==> src/rtl/nec_ir_decoder.sv <==
// nec_ir_decoder: measures NEC IR pulse widths, validates frames and publishes command/repeat strobes.
// Each timebase tick spans 2**TICK_SHIFT us; all microsecond thresholds are scaled to match.
module nec_ir_decoder #(
    parameter int CLK_DIV          = 25,
    parameter bit CHECK_ADDR_INV   = 1,
    parameter int REPEAT_WINDOW_US = 120000,
    parameter int TICK_SHIFT       = 0
) (
    input  logic       clk,
    input  logic       rst_n,
    input  logic       inf_in,
    output logic [7:0] data_inf,
    output logic [7:0] addr_inf,
    output logic       press_flag,
    output logic       repeat_en,
    output logic       frame_err
);
    localparam logic [13:0] LL_MIN  = 14'(8500 >> TICK_SHIFT);
    localparam logic [13:0] LL_MAX  = 14'(9500 >> TICK_SHIFT);
    localparam logic [13:0] LHD_MIN = 14'(4000 >> TICK_SHIFT);
    localparam logic [13:0] LHD_MAX = 14'(5000 >> TICK_SHIFT);
    localparam logic [13:0] LHR_MIN = 14'(2000 >> TICK_SHIFT);
    localparam logic [13:0] LHR_MAX = 14'(2500 >> TICK_SHIFT);
    localparam logic [13:0] B_MIN   = 14'(400 >> TICK_SHIFT);
    localparam logic [13:0] B_MAX   = 14'(700 >> TICK_SHIFT);
    localparam logic [13:0] H1_MIN  = 14'(1500 >> TICK_SHIFT);
    localparam logic [13:0] H1_MAX  = 14'(1900 >> TICK_SHIFT);
    localparam logic [13:0] TOUT    = 14'(10000 >> TICK_SHIFT);
    localparam logic [16:0] RWIN    = 17'(REPEAT_WINDOW_US >> TICK_SHIFT);

    typedef enum logic [2:0] {IDLE, LEAD_LOW, LEAD_HIGH, BIT_LOW, BIT_HIGH, STOP_LOW, DONE} state_t;

    state_t      state;
    logic        s1, s2, s3;
    logic [15:0] pre;
    logic [13:0] us;
    logic [16:0] rep_cnt;
    logic [31:0] sr;
    logic [5:0]  bit_cnt;
    logic        is_rep, rep_ok;
    logic        fall, rise, tick, timeout;
    logic        w_ll, w_lhd, w_lhr, w_b, w_h1, frame_ok;

    function automatic logic in_win(input logic [13:0] w, input logic [13:0] lo, input logic [13:0] hi);
        return w >= lo && w <= hi;
    endfunction

    assign fall     = s3 & ~s2;
    assign rise     = ~s3 & s2;
    assign tick     = pre == 16'(CLK_DIV - 1);
    assign timeout  = state != IDLE && state != DONE && us >= TOUT;
    assign w_ll     = in_win(us, LL_MIN, LL_MAX);
    assign w_lhd    = in_win(us, LHD_MIN, LHD_MAX);
    assign w_lhr    = in_win(us, LHR_MIN, LHR_MAX);
    assign w_b      = in_win(us, B_MIN, B_MAX);
    assign w_h1     = in_win(us, H1_MIN, H1_MAX);
    // sr holds {cmd_inv, cmd, addr_inv, addr} once all 32 bits are in
    assign frame_ok = sr[23:16] == ~sr[31:24] && (!CHECK_ADDR_INV || sr[7:0] == ~sr[15:8]);

    always_ff @(posedge clk or negedge rst_n) begin
        if (!rst_n) begin
            state      <= IDLE;
            {s1, s2, s3} <= 3'b111;
            pre        <= '0;
            us         <= '0;
            rep_cnt    <= '0;
            sr         <= '0;
            bit_cnt    <= '0;
            is_rep     <= 1'b0;
            rep_ok     <= 1'b0;
            data_inf   <= '0;
            addr_inf   <= '0;
            press_flag <= 1'b0;
            repeat_en  <= 1'b0;
            frame_err  <= 1'b0;
        end else begin
            {s1, s2, s3} <= {inf_in, s1, s2};
            press_flag <= 1'b0;
            repeat_en  <= 1'b0;
            frame_err  <= 1'b0;
            if (fall || rise) begin
                pre <= '0;
                us  <= '0;
            end else begin
                pre <= tick ? '0 : pre + 16'd1;
                if (tick && us != 14'h3fff) us <= us + 14'd1;
            end
            if (tick && rep_cnt != '1) rep_cnt <= rep_cnt + 17'd1;
            if (rep_cnt >= RWIN) rep_ok <= 1'b0;
            if (timeout) begin
                state     <= IDLE;
                frame_err <= state != LEAD_LOW;
            end else begin
                case (state)
                    IDLE: if (fall) state <= LEAD_LOW;
                    LEAD_LOW: if (rise) state <= w_ll ? LEAD_HIGH : IDLE;
                    LEAD_HIGH: if (fall) begin
                        bit_cnt   <= '0;
                        is_rep    <= !w_lhd && w_lhr;
                        state     <= w_lhd ? BIT_LOW : w_lhr ? STOP_LOW : IDLE;
                        frame_err <= !w_lhd && !w_lhr;
                    end
                    BIT_LOW: if (rise) begin
                        state     <= w_b ? BIT_HIGH : IDLE;
                        frame_err <= !w_b;
                    end
                    BIT_HIGH: if (fall) begin
                        if (w_b || w_h1) begin
                            sr      <= {w_h1, sr[31:1]};
                            bit_cnt <= bit_cnt + 6'd1;
                            state   <= bit_cnt == 6'd31 ? STOP_LOW : BIT_LOW;
                        end else begin
                            state     <= IDLE;
                            frame_err <= 1'b1;
                        end
                    end
                    STOP_LOW: if (rise) begin
                        state     <= w_b ? DONE : IDLE;
                        frame_err <= !w_b;
                    end
                    DONE: begin
                        state <= IDLE;
                        if (is_rep) begin
                            if (rep_ok) begin
                                repeat_en <= 1'b1;
                                rep_cnt   <= '0;
                            end
                        end else if (frame_ok) begin
                            data_inf   <= sr[23:16];
                            addr_inf   <= sr[7:0];
                            press_flag <= 1'b1;
                            rep_ok     <= 1'b1;
                            rep_cnt    <= '0;
                        end else begin
                            frame_err <= 1'b1;
                        end
                    end
                    default: state <= IDLE;
                endcase
            end
        end
    end
endmodule

==> config.mk <==
export PLATFORM = sky130hd
export DESIGN_NAME = nec_ir_decoder
export DESIGN_NICKNAME = d
export VERILOG_FILES = /design/src/rtl/nec_ir_decoder.sv
export SDC_FILE = /design/constraint.sdc
export NUM_CORES = 1
export LEC_CHECK = 0
export BUFFER_PORTS_ARGS = -buffer_cell sky130_fd_sc_hd__buf_2
export CELL_PAD_IN_SITES_DETAIL_PLACEMENT = 2
export CELL_PAD_IN_SITES_GLOBAL_PLACEMENT = 2
export CORE_ASPECT_RATIO = 0.8
export CORE_MARGIN = 2
export CORE_UTILIZATION = 38
export CTS_CLUSTER_SIZE = 30
export DETAILED_ROUTE_END_ITERATION = 8
export GPL_ROUTABILITY_DRIVEN = 1
export GPL_TIMING_DRIVEN = 0
export PLACE_DENSITY_LB_ADDON = 0.1
export SLEW_MARGIN = 20
export SYNTH_ARGS = -nofsm -noshare
export SYNTH_HDL_FRONTEND = slang
export SYNTH_SLANG_ARGS = --single-unit
==> constraint.sdc <==
create_clock -name clk -period 2.1 [get_ports clk]
set_input_delay 0.105 -clock clk [delete_from_list [all_inputs] [get_ports clk]]
set_output_delay 0.105 -clock clk [all_outputs]
set_load 0.01 [all_outputs]
==> results of run 1 <==
## registers in the layout, summed over array words and instances, names as in the netlist, 3 cells and up
register  count
bit_cnt       6
state         3
rep_cnt      17
data_inf      8
us           14
sr           32
pre          16
addr_inf      8
## stage by stage
| step | instances | power, mW | setup TNS [ns] | worst slack, ns |
|---|---|---|---|---|
| final | 836 | 4.73 | -7.88 | -0.306 |
| after global routing | 836 | 4.92 | -17.88 | -0.372 |
| after CTS | 813 | 4.66 | -6.12 | -0.197 |
| after detailed placement | 757 | 2.81 | -30.10 | -0.579 |
| after global placement | 756 | 2.79 | -85.50 | -0.571 |
| after floorplan | 525 | 2.64 | -2.59 | -0.104 |
## how the worst max path moves through the flow
stage / slack, ns / endpoint / start
2_1_floorplan: -0.10 / sr[10]$_DFFE_PN0P_ / us[0]$_DFFE_PN0P_
3_3_place_gp: -0.57 / addr_inf[5]$_DFFE_PN0P_ / rst_n
3_5_place_dp: -0.58 / us[11]$_DFFE_PN0P_ / pre[0]$_DFF_PN0_
4_1_cts: -0.20 / sr[29]$_DFFE_PN0P_ / us[0]$_DFFE_PN0P_
5_1_grt: -0.37 / rep_cnt[11]$_DFF_PN0_ / rep_cnt[5]$_DFF_PN0_
6_report: -0.31 / rep_cnt[10]$_DFF_PN0_ / rep_cnt[2]$_DFF_PN0_
## per-layer routing
metal	GRT usage	routed length, um
met2	0.331	9790
met5	0	0
met3	0.0471	400
met1	0.285	8340
met4	0.0294	325
## cell families after synthesis
logic type | Yosys count
compound gates | 57
xor+xnor | 53
fa+ha+maj | 10
buf+inv | 43
flops | 112
mux | 52
simple gates | 198
## cell usage in the layout (no fill, tap or decap), types with 6 or more instances in the layout
master,count
dfrtp_1,99
buf_4,39
nor2_1,38
mux2_4,34
nand2_1,33
buf_6,26
buf_2,24
xnor2_1,22
xor2_1,19
inv_1,16
mux2_2,14
nand3_1,13
clkbuf_16,11
nor2_4,10
dfrtp_2,10
nand4_1,9
and3_1,8
or3_1,8
o21ai_1,8
ha_1,7
xnor2_2,6
buf_12,6
nand3b_1,6
and2_1,6
## power groups by stage
stage | logic, mW | registers (mW) | clock network, mW
2_1_floorplan | 0.344 | 2.29 | 0
3_3_place_gp | 0.494 | 2.30 | 0
3_5_place_dp | 0.512 | 2.30 | 0
4_1_cts | 0.544 | 2.25 | 1.86
5_1_grt | 0.679 | 2.26 | 1.98
6_report | 0.627 | 2.25 | 1.85
## repair_timing
action | 4_1_cts | 5_1_grt
hold buffers | 2 | 0
endpoints found under the setup margin | 100 | 97
gates resized for setup | 37 | 125
hold endpoints to repair | 39 | 0
pin swaps | 10 | 46
setup buffers | 36 | 25
gates cloned | 2 | 2
## layout make-up
class                   count  area, um^2
fillers                  1479        7290
clock inverters             6        78.8
flip-flops and latches    112        2820
multi-input cells         370        3310
well taps                 210         263
repair buffers             87         791
plain buffers              24         272
inverters                  17        63.8
clock buffers              10         229
## worst max-delay path, delay by kind of cell, from the launching register on
| kind | cells | cell delay, ns |
|---|---|---|
| AND/OR/NAND/NOR | 8 | 1.21 |
| buffers and inverters | 2 | 0.26 |
| adder cells (fa/ha/maj) | 1 | 0.25 |
| XOR/XNOR | 1 | 0.19 |
| flip-flops | 1 | 0.40 |
==> flow_metrics.py, run 1 <==
metrics = {
    "sta": {
        "rsz0062_at_grt": "true",
        "fin_hold_ws_ns": 0.216,
        "setup_viol": 79,
        "timing.slew.headroom": 0.548,
        "slew_violations": 0,
        "period_share": 1.15,
        "timing.final.ws_setup_ns": -0.306,
        "fin_crit_ns": 2.41,
        "fin_worst_skew_ns": 0.0107,
        "hold_violations": 0,
        "tightest_slew_ns": 0.675,
        "max_freq_mhz": 416,
    },
    "outcome": {
        "status": "complete, but fails checks",
        "violations": "negative setup slack",
    },
    "routing": {
        "drt_iter0_markers": 211,
        "wl_um": 18900,
        "vias_per_cell": 5.26,
        "vias": 4398,
        "drt_first_pass_iters": 4,
        "wire_per_inst_um": 22.6,
        "drc": 0,
        "ant_nets": 0,
    },
    "yosys": {
        "yosys-top-cells-area": "dfrtp_1 (46%), mux2_4 (8.7%), xnor2_1 (4.2%), xor2_1 (3.7%), nor2_1 (3.2%)",
        "synth_area_leader_cell": "dfrtp_1",
        "synthSimpleGateAreaFrac": 0.181,
        "syn_avg_cell_area_um2": 11.2,
        "synthAdderAreaFrac": 0.0212,
        "synth-edff-count": 0,
        "yosys.area_share.xor_xnor": 0.0787,
        "ys_types": 69,
        "synth_top_area_frac": 0.463,
        "synthFlopType": "dfrtp_1",
        "synth_top_family_by_area": "simple AND/OR/NAND/NOR gates",
        "synth_compound_area_frac": 0.0758,
        "syn_area_mm2": 0.00590,
        "synthTopCellsByCount": "dfrtp_1 (109), nor2_1 (51), nand2_1 (36)",
        "synth_warnings": 0,
        "async_flop_share": 1.00,
        "yosysMostFrequentCell": "dfrtp_1",
        "netlist_instances": 525,
        "synth_seq_cells": 112,
        "synthMuxAreaShare": 0.120,
        "synth-seq-area-share": 0.476,
        "syn_nets": 538,
    },
    "setup_path": {
        "critPathKind": "flop to flop",
        "crit_path_max_incr_delay_ns": 0.40,
        "critPathSlowestCell": "dfrtp_1",
        "cp.required_ns": 2.36,
        "arrival_ns": 2.66,
        "path_cells": "and4_4 > and3_4 > and3_4 > nand3_2 > nor2_2 > ha_2 > buf_6 > nor2_4 > buf_6 > and4_1 > xnor2_1 > nor2_1",
        "critPathMaxFanout": 6,
        "r2r-end": "rep_cnt[10]$_DFF_PN0_",
        "reg2reg_slack_ns": -0.31,
        "reg2reg_from": "rep_cnt[2]$_DFF_PN0_",
        "ff2ff_path_depth": 12,
        "cp-start-kind": "flop",
        "worstSetupEndpointType": "flop",
    },
    "final_layout": {
        "drive_gt1_frac": 0.435,
        "design_area_mm2": 0.00783,
        "diodes": 0,
        "final_core_util": 0.518,
        "area_growth_pct": 32.8,
        "fin_nets": 634,
    },
    "place": {
        "io_buffers": 21,
        "place_congestion": 0.793,
        "place_area_mm2": 0.00632,
        "dp_hpwl_um": 10100,
    },
    "pwr": {
        "power.internal_mw": 3.40,
        "ir_drop_uv": 396,
        "clkPwrFrac": 0.392,
        "switching_share": 0.281,
        "seqPwrFrac": 0.476,
        "comb_power_share": 0.132,
        "leakage_nw": 3.62,
        "powerDensity_mw_per_mm2": 605,
        "switching_power_mw": 1.33,
    },
    "min_path": {
        "holdCritPathClass": "input port to asynchronous set/reset pin",
    },
    "clocking": {
        "clk_path_buf_depth": 2,
        "cts_root_buf": "clkbuf_16",
        "h-tree-depth": 3,
        "cts-buffers-inserted": 9,
        "clock-sinks": 112,
        "cts_tree": "done",
        "clkLatencyLatePin_ns": 0.37,
        "clk_pin_slew_ns": 0.08,
    },
    "floorplan": {
        "die_area_mm2": 0.0165,
        "rows": 40,
        "core-area_mm2": 0.0151,
        "die_h_um": 115,
        "ios": 22,
        "initial_core_util": 0.390,
        "die_x_um": 143,
    },
    "grt": {
        "grt_pass1_vias": 4636,
        "grt_overflow_total": 0,
        "grt_max_degree": 75,
        "grt_pass1_wl_um": 25700,
        "antenna_found_initial": 0,
        "grt_usage": 0.203,
    },
    "job": {
        "drv_cap": 0,
    },
}
Power figures use the tool's default switching activity.
==> run 2, diff against run 1 <==
--- a/config.mk
+++ b/config.mk
@@ -16,6 +16,7 @@
 export GPL_ROUTABILITY_DRIVEN = 1
 export GPL_TIMING_DRIVEN = 0
 export PLACE_DENSITY_LB_ADDON = 0.1
+export SKIP_LAST_GASP = 1
 export SLEW_MARGIN = 20
 export SYNTH_ARGS = -nofsm -noshare
 export SYNTH_HDL_FRONTEND = slang
==> run 2 against run 1 <==
Effect of this change: the run still ends with negative setup slack left; worst setup slack better by 0.078 ns; via count decreased by 1.0%; cell count did not move; utilization shrank 0.32 points; flip-flop and latch count stayed put; routed wire length decreased by 3.2%; global-route usage unchanged; register-to-register slack improved by 0.08 ns; critical path type unchanged; largest cell class unchanged.
==> flow_metrics.py, run 2 (same netlist as run 1, synthesis figures left out) <==
metrics = {
    "clocking": {
        "clk_pin_slew_ns": 0.09,
        "clkLatencyLatePin_ns": 0.36,
        "h-tree-depth": 3,
        "cts-buffers-inserted": 9,
        "cts_tree": "done",
        "clock-sinks": 112,
        "cts_root_buf": "clkbuf_16",
        "clk_path_buf_depth": 2,
    },
    "floorplan": {
        "ios": 22,
        "die_area_mm2": 0.0165,
        "core-area_mm2": 0.0151,
        "initial_core_util": 0.390,
        "die_x_um": 143,
        "rows": 40,
        "die_h_um": 115,
    },
    "place": {
        "dp_hpwl_um": 10100,
        "dp_worst_setup_slack_ns": -0.579,
        "dp.cells": 757,
        "io_buffers": 21,
        "place_congestion": 0.793,
        "place_area_mm2": 0.00632,
    },
    "grt": {
        "antenna_found_initial": 0,
        "grt_max_degree": 75,
        "grt_pass1_wl_um": 25700,
        "grt_overflow_total": 0,
        "grt_pass1_vias": 4637,
        "grt_usage": 0.203,
    },
    "final_layout": {
        "fin_nets": 634,
        "largest_register": "sr",
        "diodes": 0,
        "fillers": 1473,
        "area_growth_pct": 32.0,
        "final_core_util": 0.515,
        "largest_reg_flops": 32,
        "layout_common_cells": "dfrtp_1 (100), buf_4 (45), nor2_1 (38)",
        "design_area_mm2": 0.00778,
        "fin_cells": 836,
        "reg_top3": "sr (32), rep_cnt (17), pre (16)",
        "drive_gt1_frac": 0.431,
        "final_common_cell": "dfrtp_1",
    },
    "setup_path": {
        "cp.buffers_inverters": 2,
        "worstSetupEndpointType": "flop",
        "cp_top_family": "simple AND/OR/NAND/NOR gates",
        "arrival_ns": 2.58,
        "cp.required_ns": 2.35,
        "cp-start-kind": "flop",
        "path_cells": "and2_4 > and3_4 > and3_4 > nand3_2 > nor2_2 > ha_2 > buf_6 > nor2_4 > buf_6 > and4_1 > xnor2_1 > nor2_1",
        "critPathMaxFanout": 6,
        "critPathSlowestCell": "dfrtp_1",
        "crit_path_max_incr_delay_ns": 0.41,
        "critPathKind": "flop to flop",
    },
    "sta": {
        "timing.final.ws_setup_ns": -0.228,
        "fin_worst_skew_ns": 0.00946,
        "setup-tns-final_ns": -7.08,
        "rsz0062_at_grt": "true",
        "hold_violations": 0,
        "max_freq_mhz": 430,
        "tightest_slew_ns": 0.614,
        "slew_violations": 0,
        "fin_crit_ns": 2.33,
        "period_share": 1.11,
        "setup_viol": 79,
        "timing.slew.headroom": 0.589,
        "fin_hold_ws_ns": 0.221,
    },
    "routing": {
        "drc": 0,
        "wire_per_inst_um": 21.8,
        "vias": 4353,
        "wl_um": 18300,
        "ant_nets": 0,
        "drt_first_pass_iters": 4,
        "vias_per_cell": 5.21,
        "drt_iter0_markers": 175,
    },
    "pwr": {
        "powerDensity_mw_per_mm2": 609,
        "leakage_nw": 3.60,
        "ir_drop_uv": 460,
        "total_power_mw": 4.74,
    },
    "outcome": {
        "violations": "negative setup slack",
        "status": "complete, but fails checks",
    },
    "min_path": {
        "holdCritPathClass": "input port to asynchronous set/reset pin",
    },
    "job": {
        "drv_cap": 0,
    },
}
run 2: cell counts in the layout (fill, tap and decap cells not counted):
Identical to the previous run, type by type.
run 2: repair_timing:
item,in CTS,in global routing
pin swaps,9,47
hold buffers,2,0
cloned,2,2
hold endpoints to repair,39,0
resized for setup,37,111
buffers inserted,36,25
setup endpoints to repair,100,97
run 2: worst paths after layout:
check	start	end	slack (ns)	cells past startpoint
min in group clk	s1$_DFF_PN1_	s2$_DFF_PN1_	0.38	0
setup reg to reg	rep_cnt[6]$_DFF_PN0_	rep_cnt[10]$_DFF_PN0_	-0.23	12
setup / recovery	rep_cnt[6]$_DFF_PN0_	rep_cnt[10]$_DFF_PN0_	-0.23	12
hold / removal	rst_n	pre[9]$_DFF_PN0_	0.22	2
hold reg to reg	s1$_DFF_PN1_	s2$_DFF_PN1_	0.38	0
max in group asynchronous	rst_n	sr[2]$_DFFE_PN0P_	1.14	3
run 2: metal layers:
| metal | part of all wire | up-vias | track usage | wire length [um] |
|---|---|---|---|---|
| li1 | - | 2028 | - | - |
| met1 | 0.46 | 2280 | 0.285 | 8420 |
| met2 | 0.51 | 31 | 0.331 | 9320 |
| met3 | 0.017 | 14 | 0.0471 | 314 |
| met4 | 0.011 | 0 | 0.0294 | 193 |
| met5 | 0 | - | 0 | 0 |
run 2: where the power goes:
part	internal (mW)	switching [mW]
clock network	0.948	0.902
logic	0.238	0.387
registers	2.22	0.0441
total	3.40	1.33
run 2: final cells by class:
cell class              instances  area (um^2)  area share
clock buffers                  10          229      0.0294
plain buffers                  24          272      0.0349
flip-flops and latches        112         2820       0.362
clock inverters                 6         78.8      0.0101
well taps                     210          263      0.0338
repair buffers                 87          764      0.0983
multi-input cells             370         3290       0.423
inverters                      17         63.8     0.00820
==> run 3, diff against run 2 <==
--- a/config.mk
+++ b/config.mk
@@ -5,14 +5,14 @@
 export SDC_FILE = /design/constraint.sdc
 export NUM_CORES = 1
 export LEC_CHECK = 0
-export BUFFER_PORTS_ARGS = -buffer_cell sky130_fd_sc_hd__buf_2
 export CELL_PAD_IN_SITES_DETAIL_PLACEMENT = 2
 export CELL_PAD_IN_SITES_GLOBAL_PLACEMENT = 2
 export CORE_ASPECT_RATIO = 0.8
 export CORE_MARGIN = 2
-export CORE_UTILIZATION = 38
+export CORE_UTILIZATION = 39
 export CTS_CLUSTER_SIZE = 30
 export DETAILED_ROUTE_END_ITERATION = 8
+export DONT_BUFFER_PORTS = 1
 export GPL_ROUTABILITY_DRIVEN = 1
 export GPL_TIMING_DRIVEN = 0
 export PLACE_DENSITY_LB_ADDON = 0.1
==> constraint.sdc (replaced) <==
create_clock -name clk -period 2.1 [get_ports clk]
set_input_delay 0.63 -clock clk [delete_from_list [all_inputs] [get_ports clk]]
set_output_delay 0.63 -clock clk [all_outputs]
set_load 0.01 [all_outputs]
==> run 3 against run 2 <==
Effect of this change: cell count shrank 6.8%; power down 2.2%; clock-buffer cell count decreased by 1; the run ends with negative hold slack, negative setup slack left; utilization decreased by 1.4 points.
==> flow_metrics.py, run 3 (same netlist as run 1, synthesis figures left out) <==
metrics = {
    "floorplan": {
        "die_area_mm2": 0.0161,
        "initial_core_util": 0.395,
        "die_h_um": 114,
        "ios": 22,
        "core-area_mm2": 0.0149,
        "rows": 40,
        "die_x_um": 141,
    },
    "grt": {
        "grt_max_degree": 113,
        "grt_usage": 0.213,
        "grt_overflow_total": 0,
        "antenna_found_initial": 0,
        "grt_pass1_vias": 4757,
        "grt_pass1_wl_um": 26500,
    },
    "job": {
        "drv_cap": 0,
    },
    "clocking": {
        "cts_root_buf": "clkbuf_16",
        "cts-buffers-inserted": 9,
        "clock-sinks": 112,
        "clk_pin_slew_ns": 0.08,
        "cts_tree": "done",
        "clkLatencyLatePin_ns": 0.36,
        "clk_path_buf_depth": 2,
        "h-tree-depth": 3,
    },
    "final_layout": {
        "drive_gt1_frac": 0.381,
        "layout_common_cells": "dfrtp_1 (104), nor2_1 (41), nand2_1 (34), mux2_4 (34), buf_4 (34)",
        "diodes": 0,
        "largest_reg_flops": 32,
        "area_growth_pct": 26.7,
        "fin_nets": 598,
        "largest_register": "sr",
        "design_area_mm2": 0.00747,
        "final_common_cell": "dfrtp_1",
        "reg_top3": "sr (32), rep_cnt (17), pre (16)",
    },
    "pwr": {
        "switching_share": 0.269,
        "ir_drop_uv": 357,
        "clkPwrFrac": 0.390,
        "leakage_nw": 3.44,
        "comb_power_share": 0.121,
        "power.internal_mw": 3.39,
        "seqPwrFrac": 0.490,
        "powerDensity_mw_per_mm2": 620,
        "switching_power_mw": 1.25,
    },
    "setup_path": {
        "reg2reg_from": "us[0]$_DFFE_PN0P_",
        "r2r-end": "frame_err$_DFF_PN0_",
        "crit_path_max_incr_delay_ns": 0.49,
        "critPathKind": "flop to flop",
        "cp.required_ns": 2.34,
        "worstSetupEndpointType": "flop",
        "critPathMaxFanout": 4,
        "crit_top_cell": "buf_4",
        "ff2ff_path_depth": 7,
        "reg2reg_slack_ns": -0.16,
        "critPathSlowestCell": "o31ai_1",
        "crit_path_end": "frame_err$_DFF_PN0_",
        "path_cells": "buf_4 > buf_4 > o31ai_1 > a2111oi_2 > a211o_1 > and4_1 > a311o_1",
        "crit_start": "us[0]$_DFFE_PN0P_",
        "cp-start-kind": "flop",
        "arrival_ns": 2.50,
    },
    "routing": {
        "ant_nets": 0,
        "drt_first_pass_iters": 4,
        "wl_um": 16900,
        "vias_per_cell": 5.38,
        "vias": 4189,
        "drt_iter0_markers": 158,
        "wire_per_inst_um": 21.7,
        "drc": 0,
    },
    "sta": {
        "timing.final.ws_setup_ns": -0.164,
        "max_freq_mhz": 442,
        "hold_violations": 109,
        "rsz0062_at_grt": "true",
        "fin_worst_skew_ns": 0.0120,
        "setup-tns-final_ns": -6.96,
        "fin_crit_ns": 2.26,
        "tightest_slew_ns": 0.739,
        "slew_violations": 0,
        "timing.slew.headroom": 0.505,
        "setup_viol": 73,
        "fin_hold_ws_ns": -0.0503,
        "period_share": 1.08,
    },
    "place": {
        "dp_hpwl_um": 9740,
        "place_area_mm2": 0.00616,
        "io_buffers": 0,
        "place_congestion": 0.799,
    },
    "outcome": {
        "status": "complete, but fails checks",
        "violations": "negative hold slack, negative setup slack",
    },
    "min_path": {
        "holdCritPathClass": "input port to asynchronous set/reset pin",
    },
}
==> run 3: cell types whose count changed in the layout (fill, tap and decap cells not counted), moves of 3 or more <==
cell	previous run	this run
xor2_1	19	22
dfrtp_1	100	104
nor2_4	10	7
buf_8	4	1
buf_12	6	10
buf_2	24	3
buf_4	45	34
dfrtp_2	9	5
nor2_1	38	41
o21ai_0	7	10
==> run 3: power by group through the flow <==
stage	logic [mW]	registers (mW)	clock network, mW
floorplan	0.344	2.29	0
global route	0.615	2.27	1.93
CTS	0.486	2.26	1.86
global placement	0.439	2.30	0
detailed placement	0.447	2.31	0
finish	0.559	2.27	1.81
==> run 3: area by class of cell <==
| type | instances | area (um^2) |
|---|---|---|
| multi-input combinational | 370 | 3290 |
| inverter | 17 | 63.8 |
| clock inverter | 7 | 82.6 |
| sequential | 112 | 2810 |
| clock buffer | 9 | 225 |
| fill | 1462 | 7440 |
| tap | 189 | 236 |
| timing repair buffer | 51 | 485 |
| buffer | 24 | 280 |
==> run 3: critical path, delay by kind of cell, from the launching register on <==
family | cells | cell delay (ns)
AOI/OAI and AO/OA | 4 | 1.26
buffers and inverters | 2 | 0.28
DFF | 1 | 0.39
and+or+nand+nor | 1 | 0.20
==> run 3: layer usage <==
layer  wire (um)  track usage
met4         260       0.0480
met5           0            0
met1        7910        0.291
met2        8330        0.346
met3         363       0.0525
==> run 3: stage by stage <==
stage,cells,total power [mW],setup WS (ns),hold WS (ns),util
2_1_floorplan,525,2.64,-0.104,0.334,-
3_3_place_gp,714,2.74,-0.546,0.338,0.413
4_1_cts,765,4.61,-0.117,-0.0596,0.474
5_1_grt,779,4.81,-0.228,-0.0684,0.501
3_5_place_dp,714,2.76,-0.630,0.338,0.413
6_report,779,4.63,-0.164,-0.0503,0.501
==> run 3: repair_timing <==
action / 4_1_cts / 5_1_grt
gates cloned: 1 / 0
setup buffers: 36 / 17
resized for setup: 63 / 69
pin swaps: 26 / 41
hold endpoints to repair: 109 / 109
endpoints found under the setup margin: 99 / 98
==> run 3: worst min path at each step <==
stage | startpoint | endpoint | slack, ns | cells after the start
4_1_cts | rst_n | pre[9]$_DFF_PN0_ | -0.06 | 0
5_1_grt | rst_n | pre[8]$_DFF_PN0_ | -0.07 | 0
3_3_place_gp | rst_n | pre[8]$_DFF_PN0_ | 0.34 | 0
6_report | rst_n | pre[8]$_DFF_PN0_ | -0.05 | 0
2_1_floorplan | rst_n | addr_inf[0]$_DFFE_PN0P_ | 0.33 | 0
3_5_place_dp | rst_n | pre[8]$_DFF_PN0_ | 0.34 | 0
